## src/rtl/sram_port_arbiter.sv

```systemverilog
// sram_port_arbiter: shares one asynchronous 32-bit SRAM between a fetch read
// port (IF) and a load/store port (LS). A three-state FSM (IDLE/ACCESS/DONE)
// serves one access at a time. ACCESS lasts WAIT_CYCLES+1 cycles and DONE
// pulses the granted port's ack.
// Optional macro ARB_ROUND_ROBIN_EN: when defined, simultaneous requests
// alternate between ports. When undefined, LS always wins a tie.
module sram_port_arbiter #(
   parameter int ADDR_W      = 18,
   parameter int WAIT_CYCLES = 2
) (
   input  logic              i_clk,
   input  logic              i_rst,
   input  logic              i_if_req,
   input  logic [ADDR_W-1:0] i_if_addr,
   output logic [31:0]       o_if_rdata,
   output logic              o_if_ack,
   input  logic              i_ls_req,
   input  logic              i_ls_wr,
   input  logic [ADDR_W-1:0] i_ls_addr,
   input  logic [31:0]       i_ls_wdata,
   input  logic [3:0]        i_ls_bmask,
   output logic [31:0]       o_ls_rdata,
   output logic              o_ls_ack,
   output logic [ADDR_W-1:0] o_sram_addr,
   output logic [31:0]       o_sram_wdata,
   input  logic [31:0]       i_sram_rdata,
   output logic              o_sram_ce_n,
   output logic              o_sram_oe_n,
   output logic              o_sram_we_n,
   output logic [3:0]        o_sram_be_n,
   output logic              o_busy
);

   typedef enum logic [1:0] {ST_IDLE, ST_ACCESS, ST_DONE} state_t;

   localparam logic [2:0] LP_WAIT = 3'(WAIT_CYCLES);

   state_t            r_state;
   state_t            w_state_next;
   logic [2:0]        r_cnt;
   logic              r_grant_ls;
   logic              r_wr;
   logic [ADDR_W-1:0] r_addr;
   logic [31:0]       r_wdata;
   logic [3:0]        r_bmask;
   logic [31:0]       r_if_rdata;
   logic [31:0]       r_ls_rdata;
   logic              w_grant_ls;
   logic              w_any_req;

`ifdef ARB_ROUND_ROBIN_EN
   // r_last_ls = 1 when the most recent grant went to LS; reset means IF.
   logic              r_last_ls;

   // Tie goes to the port that was not granted last.
   always_comb begin
      w_grant_ls = i_ls_req && (!i_if_req || !r_last_ls);
   end
`else
   // Fixed priority: LS wins any tie.
   always_comb begin
      w_grant_ls = i_ls_req;
   end
`endif

   assign w_any_req    = i_if_req || i_ls_req;
   assign o_sram_addr  = r_addr;
   assign o_sram_wdata = r_wdata;
   assign o_if_rdata   = r_if_rdata;
   assign o_ls_rdata   = r_ls_rdata;

   // State register.
   always_ff @(posedge i_clk) begin
      if (i_rst) r_state <= ST_IDLE;
      else       r_state <= w_state_next;
   end

   // Next-state logic plus strobe and ack decode from the current state.
   always_comb begin
      w_state_next = r_state;
      o_sram_ce_n  = 1'b1;
      o_sram_oe_n  = 1'b1;
      o_sram_we_n  = 1'b1;
      o_sram_be_n  = 4'hF;
      o_if_ack     = 1'b0;
      o_ls_ack     = 1'b0;
      o_busy       = (r_state != ST_IDLE);
      case (r_state)
         ST_IDLE: begin
            if (w_any_req) w_state_next = ST_ACCESS;
         end
         ST_ACCESS: begin
            o_sram_ce_n = 1'b0;
            if (r_wr) begin
               o_sram_we_n = 1'b0;
               o_sram_be_n = ~r_bmask;
            end else begin
               o_sram_oe_n = 1'b0;
               o_sram_be_n = 4'h0;
            end
            if (r_cnt == 3'd0) w_state_next = ST_DONE;
         end
         ST_DONE: begin
            o_if_ack     = !r_grant_ls;
            o_ls_ack     = r_grant_ls;
            w_state_next = ST_IDLE;
         end
         default: w_state_next = ST_IDLE;
      endcase
   end

   // Transaction latch at grant, wait counter, and read-data capture at the end of ACCESS.
   always_ff @(posedge i_clk) begin
      if (i_rst) begin
         r_cnt      <= 3'd0;
         r_grant_ls <= 1'b0;
         r_wr       <= 1'b0;
         r_addr     <= '0;
         r_wdata    <= 32'h0;
         r_bmask    <= 4'h0;
         r_if_rdata <= 32'h0;
         r_ls_rdata <= 32'h0;
`ifdef ARB_ROUND_ROBIN_EN
         r_last_ls  <= 1'b0;
`endif
      end else begin
         case (r_state)
            ST_IDLE: begin
               if (w_any_req) begin
                  r_grant_ls <= w_grant_ls;
                  r_cnt      <= LP_WAIT;
`ifdef ARB_ROUND_ROBIN_EN
                  r_last_ls  <= w_grant_ls;
`endif
                  if (w_grant_ls) begin
                     r_wr    <= i_ls_wr;
                     r_addr  <= i_ls_addr;
                     r_wdata <= i_ls_wdata;
                     r_bmask <= i_ls_bmask;
                  end else begin
                     r_wr    <= 1'b0;
                     r_addr  <= i_if_addr;
                  end
               end
            end
            ST_ACCESS: begin
               if (r_cnt == 3'd0) begin
                  if (!r_wr) begin
                     if (r_grant_ls) r_ls_rdata <= i_sram_rdata;
                     else            r_if_rdata <= i_sram_rdata;
                  end
               end else begin
                  r_cnt <= r_cnt - 3'd1;
               end
            end
            default: ;
         endcase
      end
   end

endmodule

```

## config.mk

```make
export PLATFORM = sky130hd
export DESIGN_NAME = sram_port_arbiter
export DESIGN_NICKNAME = d
export VERILOG_FILES = /design/src/rtl/sram_port_arbiter.sv
export SDC_FILE = /design/constraint.sdc
export NUM_CORES = 1
export LEC_CHECK = 0
export CAP_MARGIN = 20
export CORE_MARGIN = 3
export CORE_UTILIZATION = 40
export CTS_CLUSTER_DIAMETER = 60
export CTS_CLUSTER_SIZE = 25
export DETAILED_ROUTE_END_ITERATION = 6
export PLACE_DENSITY_LB_ADDON = 0.1
export SETUP_SLACK_MARGIN = 0.02
export SYNTH_ARGS = -nofsm -noshare
export SYNTH_HDL_FRONTEND = slang
export SYNTH_SLANG_ARGS = --single-unit
```

## constraint.sdc

```tcl
create_clock -name i_clk -period 2.1 [get_ports i_clk]
set_clock_uncertainty 0.1 [all_clocks]
set_input_delay 0.42 -clock i_clk [delete_from_list [all_inputs] [get_ports i_clk]]
set_output_delay 0.42 -clock i_clk [all_outputs]
set_load 0.01 [all_outputs]
```

==> results of run 1 <==
[worst register-to-register path, stage by stage (launching register included)]
cell	delay, ps
dfxtp_1	320
inv_1	110
ha_1	200
nand2b_1	170
nor4_4	340
buf_12	240
mux2i_1	220
[sequential cells by signal, summed over array words and instances (netlist names)]
register and count:
r_cnt 3, o_if_rdata 32, r_state 2, o_sram_addr 18, r_bmask 4, r_wr 1, o_sram_wdata 32, r_grant_ls 1
o_ls_rdata 32
[repair_timing]
action | in CTS | in global routing
resized for setup | 13 | 0
setup endpoints to repair | 11 | 4
cloned | 0 | 0
buffers inserted | 0 | 2
hold buffers | 0 | 0
[synthesized netlist by cell type (all sizes together)]
master	number	share of area
a21oi	23	0.023
nor2	39	0.029
nand4	1	0.0025
clkbuf	19	0.014
and2b	1	0.0015
a31oi	1	0.0012
o21ai	6	0.0059
a31o	1	0.0017
inv	6	0.0044
nand2b	97	0.12
mux2i	118	0.23
a211oi	18	0.026
dfxtp	125	0.49
or2	1	0.0012
o221ai	2	0.0034
buf	16	0.023
or4	1	0.0015
and3b	1	0.0017
nor2b	1	0.0012
nand3	1	0.00098
ha	2	0.0049
nor3b	2	0.0029
nand2	6	0.0044
nor4	1	0.0042
nor3	1	0.00098
[area by class of cell]
class / count / area share
sequential: 125 / 0.308
clock buffer: 28 / 0.0599
multi-input combinational: 324 / 0.295
tap: 168 / 0.0259
inverter: 6 / 0.00277
timing repair buffer: 251 / 0.307
clock inverter: 2 / 0.00123
[placed cells by master, fill, tap and decap left out, drive strengths merged, types with 2 or more instances in the layout]
cell type,netlist,final
clkdlybuf4s50,0,221
dfxtp,125,125
mux2i,118,118
nand2b,97,97
nor2,39,39
clkbuf,19,28
a21oi,23,23
buf,16,20
a211oi,18,18
dlygate4sd2,0,10
o21ai,6,6
nand2,6,6
inv,6,6
o221ai,2,2
ha,2,2
clkinv,0,2
nor3b,2,2
[worst max-delay path by stage]
stage                     cells after the start  slack [ps]              end
after floorplan                               6         540   o_if_rdata[10]
after global placement                        4        -150   o_sram_addr[3]
after detailed placement                      4        -250  o_sram_addr[10]
after CTS                                     4          70           o_busy
after global routing                          4          30           o_busy
final                                         4         120           o_busy
[metal layers]
layer / part of all wire / vias to the layer above
li1: - / 2135
met1: 0.42 / 1952
met2: 0.48 / 156
met3: 0.094 / 11
met4: 0.010 / 0
met5: 0 / -
[kinds of logic (layout without fill, tap and decap cells)]
group	after synthesis	after routing	share of synthesized area
buffers and inverters	41	287	0.0410
and+or+nand+nor	153	153	0.171
AOI/OAI and AO/OA	51	51	0.0613
muxes	118	118	0.232
adders and majority gates	2	2	0.00490
DFF	125	125	0.491
[power by group]
part           internal (mW)  switching (mW)
Clock                   1.55           0.942
Sequential              2.56           0.102
Combinational          0.773           0.586
Total                   4.88            1.63
[metrics by stage]
step	instances	util	worst slack, ps
after global routing	904	0.663	26.5
after floorplan	490	-	545
final	904	0.663	117
after detailed placement	872	0.622	-250
after CTS	902	0.662	70.8
after global placement	872	0.622	-153
==> impl_metrics.toml, run 1 <==
[outcome]
status = "finished, final reports clean"

[setup_path]
path_delay_family = "buffers and inverters"
setup.worst_path.start = "r_state[0]"
required_ps = 1580
cp.arrival_ps = 1460
startpoint_type = "flip-flop"
worst_path_max_delay_cell = "dlygate4sd2_1"
crit_fanout = 6
end_kind = "primary output"
critPathMaxStageDelay_ps = 330
r2r_slack_ps = 330
r2r_end = "o_if_rdata[3]"
r2r_cells = 6
worstPathCellList = "buf_4 -> nor2_1 -> inv_1 -> dlygate4sd2_1"
path_buf_inv = 3
critPathKind = "reg2out"
r2r-start = "r_cnt[0]"

[detailed_routing]
vias = 4254
drt_wl_total_um = 13800
drcViolationCount = 0
drt_first_pass_iters = 4
wire_per_inst_um = 15.3
ant_nets = 0
vias_per_cell = 4.71
drt-initial-drc-count = 182

[clock_network]
clockBufferDepth = 2
cts_tree = "done"
clk_latency_ps = 410
htreeDepth = 4
clockRootBuffer = "clkbuf_16"
clk_pin_slew_ps = 50
cts_buffers = 17
cts_sinks = 125

[timing]
worstMarginPinSlew_ps = 701
fin_crit_sh = 0.944
rsz0062_at_grt = "false"
tns_ps = 0
relSlewSlack = 0.532
report.final.slew_viol_count = 0
hold_ws_ps = 342
finalSetupViolCount = 0
fin_crit_ps = 1980
timing.fmax_ghz = 0.504
hold_viol_final = 0

[floorplan]
ios = 233
core.rowCount = 40
initial_core_util = 0.416
die_y_um = 119
core-area_um2 = 12300
die_area_um2 = 14100
die_x_um = 119

[grt]
antenna_found_initial = 0
gr-max-usage-layer = "met2"
use_met2 = 0.326
grt_pass1_vias = 4360
met3_usage = 0.0950
grt_pass1_wl_um = 22300
use_met1 = 0.227
gr-usage-all-layers = 0.198
grt_max_degree = 51
grt.overflow.total = 0

[synthesis]
synth-seq-cells = 125
synthCells = 490
synth_cell_types = 29
yosysSeqAreaShare = 0.491
synth.avg_cell_area_um2 = 10.4
yosysWarnings = 0
netlist_area_um2 = 5100
synth_nets = 601

[pwr]
p_leak_nw = 3.28
ir_worst_vdd_mv = 0.508
p_total_mw = 6.51
power_density_nw_per_um2 = 801

[finish]
antenna_cells = 0
seqCellArea_um2 = 2500
multi_input_area_um2 = 2400
drive_above_1_share = 0.0666
postLayoutCellArea_um2 = 8130
area_delta_synth_final_pct = 59.4
final_net_count = 836
nFillCells = 995

[placement]
gp_congestion = 0.779
dpl_cell_area_um2 = 7630
port_buffers = 232
dp_hpwl_um = 10300

[worst_hold_path]
hp-start = "i_rst"
whs_path_depth = 2
min_to = "o_sram_wdata[24]"
hp-class = "in2reg"

[run]
cap_viol_max_count = 0
Note: power is estimated with default switching activity, not from simulation.
==> run 2: changes to the inputs <==
CAP_MARGIN = not set   (was 20)
==> results of run 2 <==
No change in the layout: final DEF, timing and power equal those of run 1.
==> run 3: changes to the inputs <==
CORE_MARGIN = not set   (was 3)
RECOVER_POWER = 100   (was not set)
==> impl_metrics.toml, run 3 (synthesis gave the netlist of run 1 again) <==
[timing]
finalSetupViolCount = 0
relSlewSlack = 0.544
rsz0062_at_grt = "false"
hold_ws_ps = 366
report.final.slew_viol_count = 0
worstMarginPinSlew_ps = 683
hold_viol_final = 0
timing.fmax_ghz = 0.499
setup_ws_ps = 95.8
fin_crit_sh = 0.954
fin_crit_ps = 2000

[placement]
port_buffers = 232
dp_hpwl_um = 9730
gp_congestion = 0.772
dpl_cell_area_um2 = 7590
dpl_worst_slack_ps = -250
dpl.cell_count = 867

[clock_network]
cts_tree = "done"
clockRootBuffer = "clkbuf_16"
cts_hold_buf = 0
htreeDepth = 4
cts_buffers = 17
cts_sinks = 125
clk_latency_ps = 410
clk_pin_slew_ps = 50
clockBufferDepth = 2

[setup_path]
cp.arrival_ps = 1480
r2r_slack_ps = 190
startpoint_type = "flip-flop"
end_kind = "primary output"
crit_fanout = 5
required_ps = 1580
critPathKind = "reg2out"

[pwr]
internal-power_mw = 4.90
switching_share = 0.251
ir_worst_vdd_mv = 0.400
p_switching_mw = 1.64
power_density_nw_per_um2 = 807
p_total_mw = 6.54
pwr-share-comb = 0.196
p_leak_nw = 3.61
clkPwrFrac = 0.397
power_frac_seq = 0.407

[detailed_routing]
drcViolationCount = 0
drt_first_pass_iters = 4
drt_wl_total_um = 13600
drt-initial-drc-count = 170
ant_nets = 0
vias_per_cell = 4.80
wire_per_inst_um = 15.1
vias = 4319

[finish]
area_delta_synth_final_pct = 58.9
postLayoutCellArea_um2 = 8110
antenna_cells = 0
final_net_count = 832
mostFrequentLayoutCells = "122 x dfxtp_1, 118 x mux2i_1, 115 x dlygate4sd3_1"
drive_above_1_share = 0.0643
mostFrequentLayoutCell = "dfxtp_1"
stdcell_count = 899

[floorplan]
die_y_um = 115
die_x_um = 115
core.rowCount = 40
initial_core_util = 0.418
core-area_um2 = 12200
ios = 233
die_area_um2 = 13200

[run]
cap_viol_max_count = 0

[grt]
grt_pass1_vias = 4344
gr-usage-all-layers = 0.207
grt_max_degree = 85
grt_pass1_wl_um = 20900
grt.overflow.total = 0
antenna_found_initial = 0

[outcome]
status = "finished, final reports clean"

[worst_hold_path]
hp-class = "reg2reg"
-- run 3: changes by cell type in the layout (fill, tap and decap cells not counted), moves of 3 or more --
| cell | previous run | this run |
|---|---|---|
| buf_4 | 16 | 7 |
| dlygate4sd3_1 | 0 | 115 |
| clkbuf_8 | 2 | 5 |
| dfxtp_1 | 125 | 122 |
| dlygate4sd2_1 | 10 | 5 |
| dfxtp_2 | 0 | 3 |
| clkdlybuf4s50_1 | 221 | 106 |
-- run 3: area by class of cell --
type / instances / area [µm²]
tap: 168 / 210
sequential: 125 / 2510
fill: 1037 / 4100
clock inverter: 1 / 5.00
multi-input combinational: 324 / 2400
inverter: 6 / 22.5
clock buffer: 28 / 517
timing repair buffer: 247 / 2450
-- run 3: worst paths after layout --
kind                                     start              to  cells after the start
worst max-delay path                r_state[1]     o_sram_we_n                      4
worst min-delay path            o_if_rdata[26]  o_if_rdata[26]                      2
worst max register to register      r_state[1]  o_if_rdata[23]                      6
worst min register to register  o_if_rdata[26]  o_if_rdata[26]                      2
-- run 3: power groups by stage --
stage / sequential, mW / clock, mW / combinational [mW]
6_report: 2.66 / 2.60 / 1.28
3_3_place_gp: 2.71 / 0 / 1.33
2_1_floorplan: 2.77 / 0 / 0.576
5_1_grt: 2.68 / 2.75 / 1.38
4_1_cts: 2.67 / 2.65 / 1.36
3_5_place_dp: 2.71 / 0 / 1.35
-- run 3: metrics by stage --
stage	TNS (ps)	utilization
floorplan	0	-
global placement	-2500	0.622
detailed placement	-4690	0.622
CTS	0	0.666
global route	0	0.664
finish	0	0.664
-- run 3: repair_timing --
| item | CTS | global route |
|---|---|---|
| endpoints found under the hold margin | 0 | 0 |
| gates cloned | 0 | 0 |
| pin swaps | 0 | 0 |
| setup buffers | 3 | 0 |
| resized for setup | 15 | 12 |
| setup endpoints to repair | 10 | 12 |
-- run 3: critical path: stages, from the launching register on --
cell and delay (ps):
dfxtp_2 330, and2b_4 280, buf_4 120, nand2_1 50, dlygate4sd2_1 290
-- run 3: routing by layer --
metal,global-route usage,part of all wire
met1,0.221,0.40
met2,0.360,0.49
met3,0.0733,0.078
met4,0.113,0.032
met5,0,0
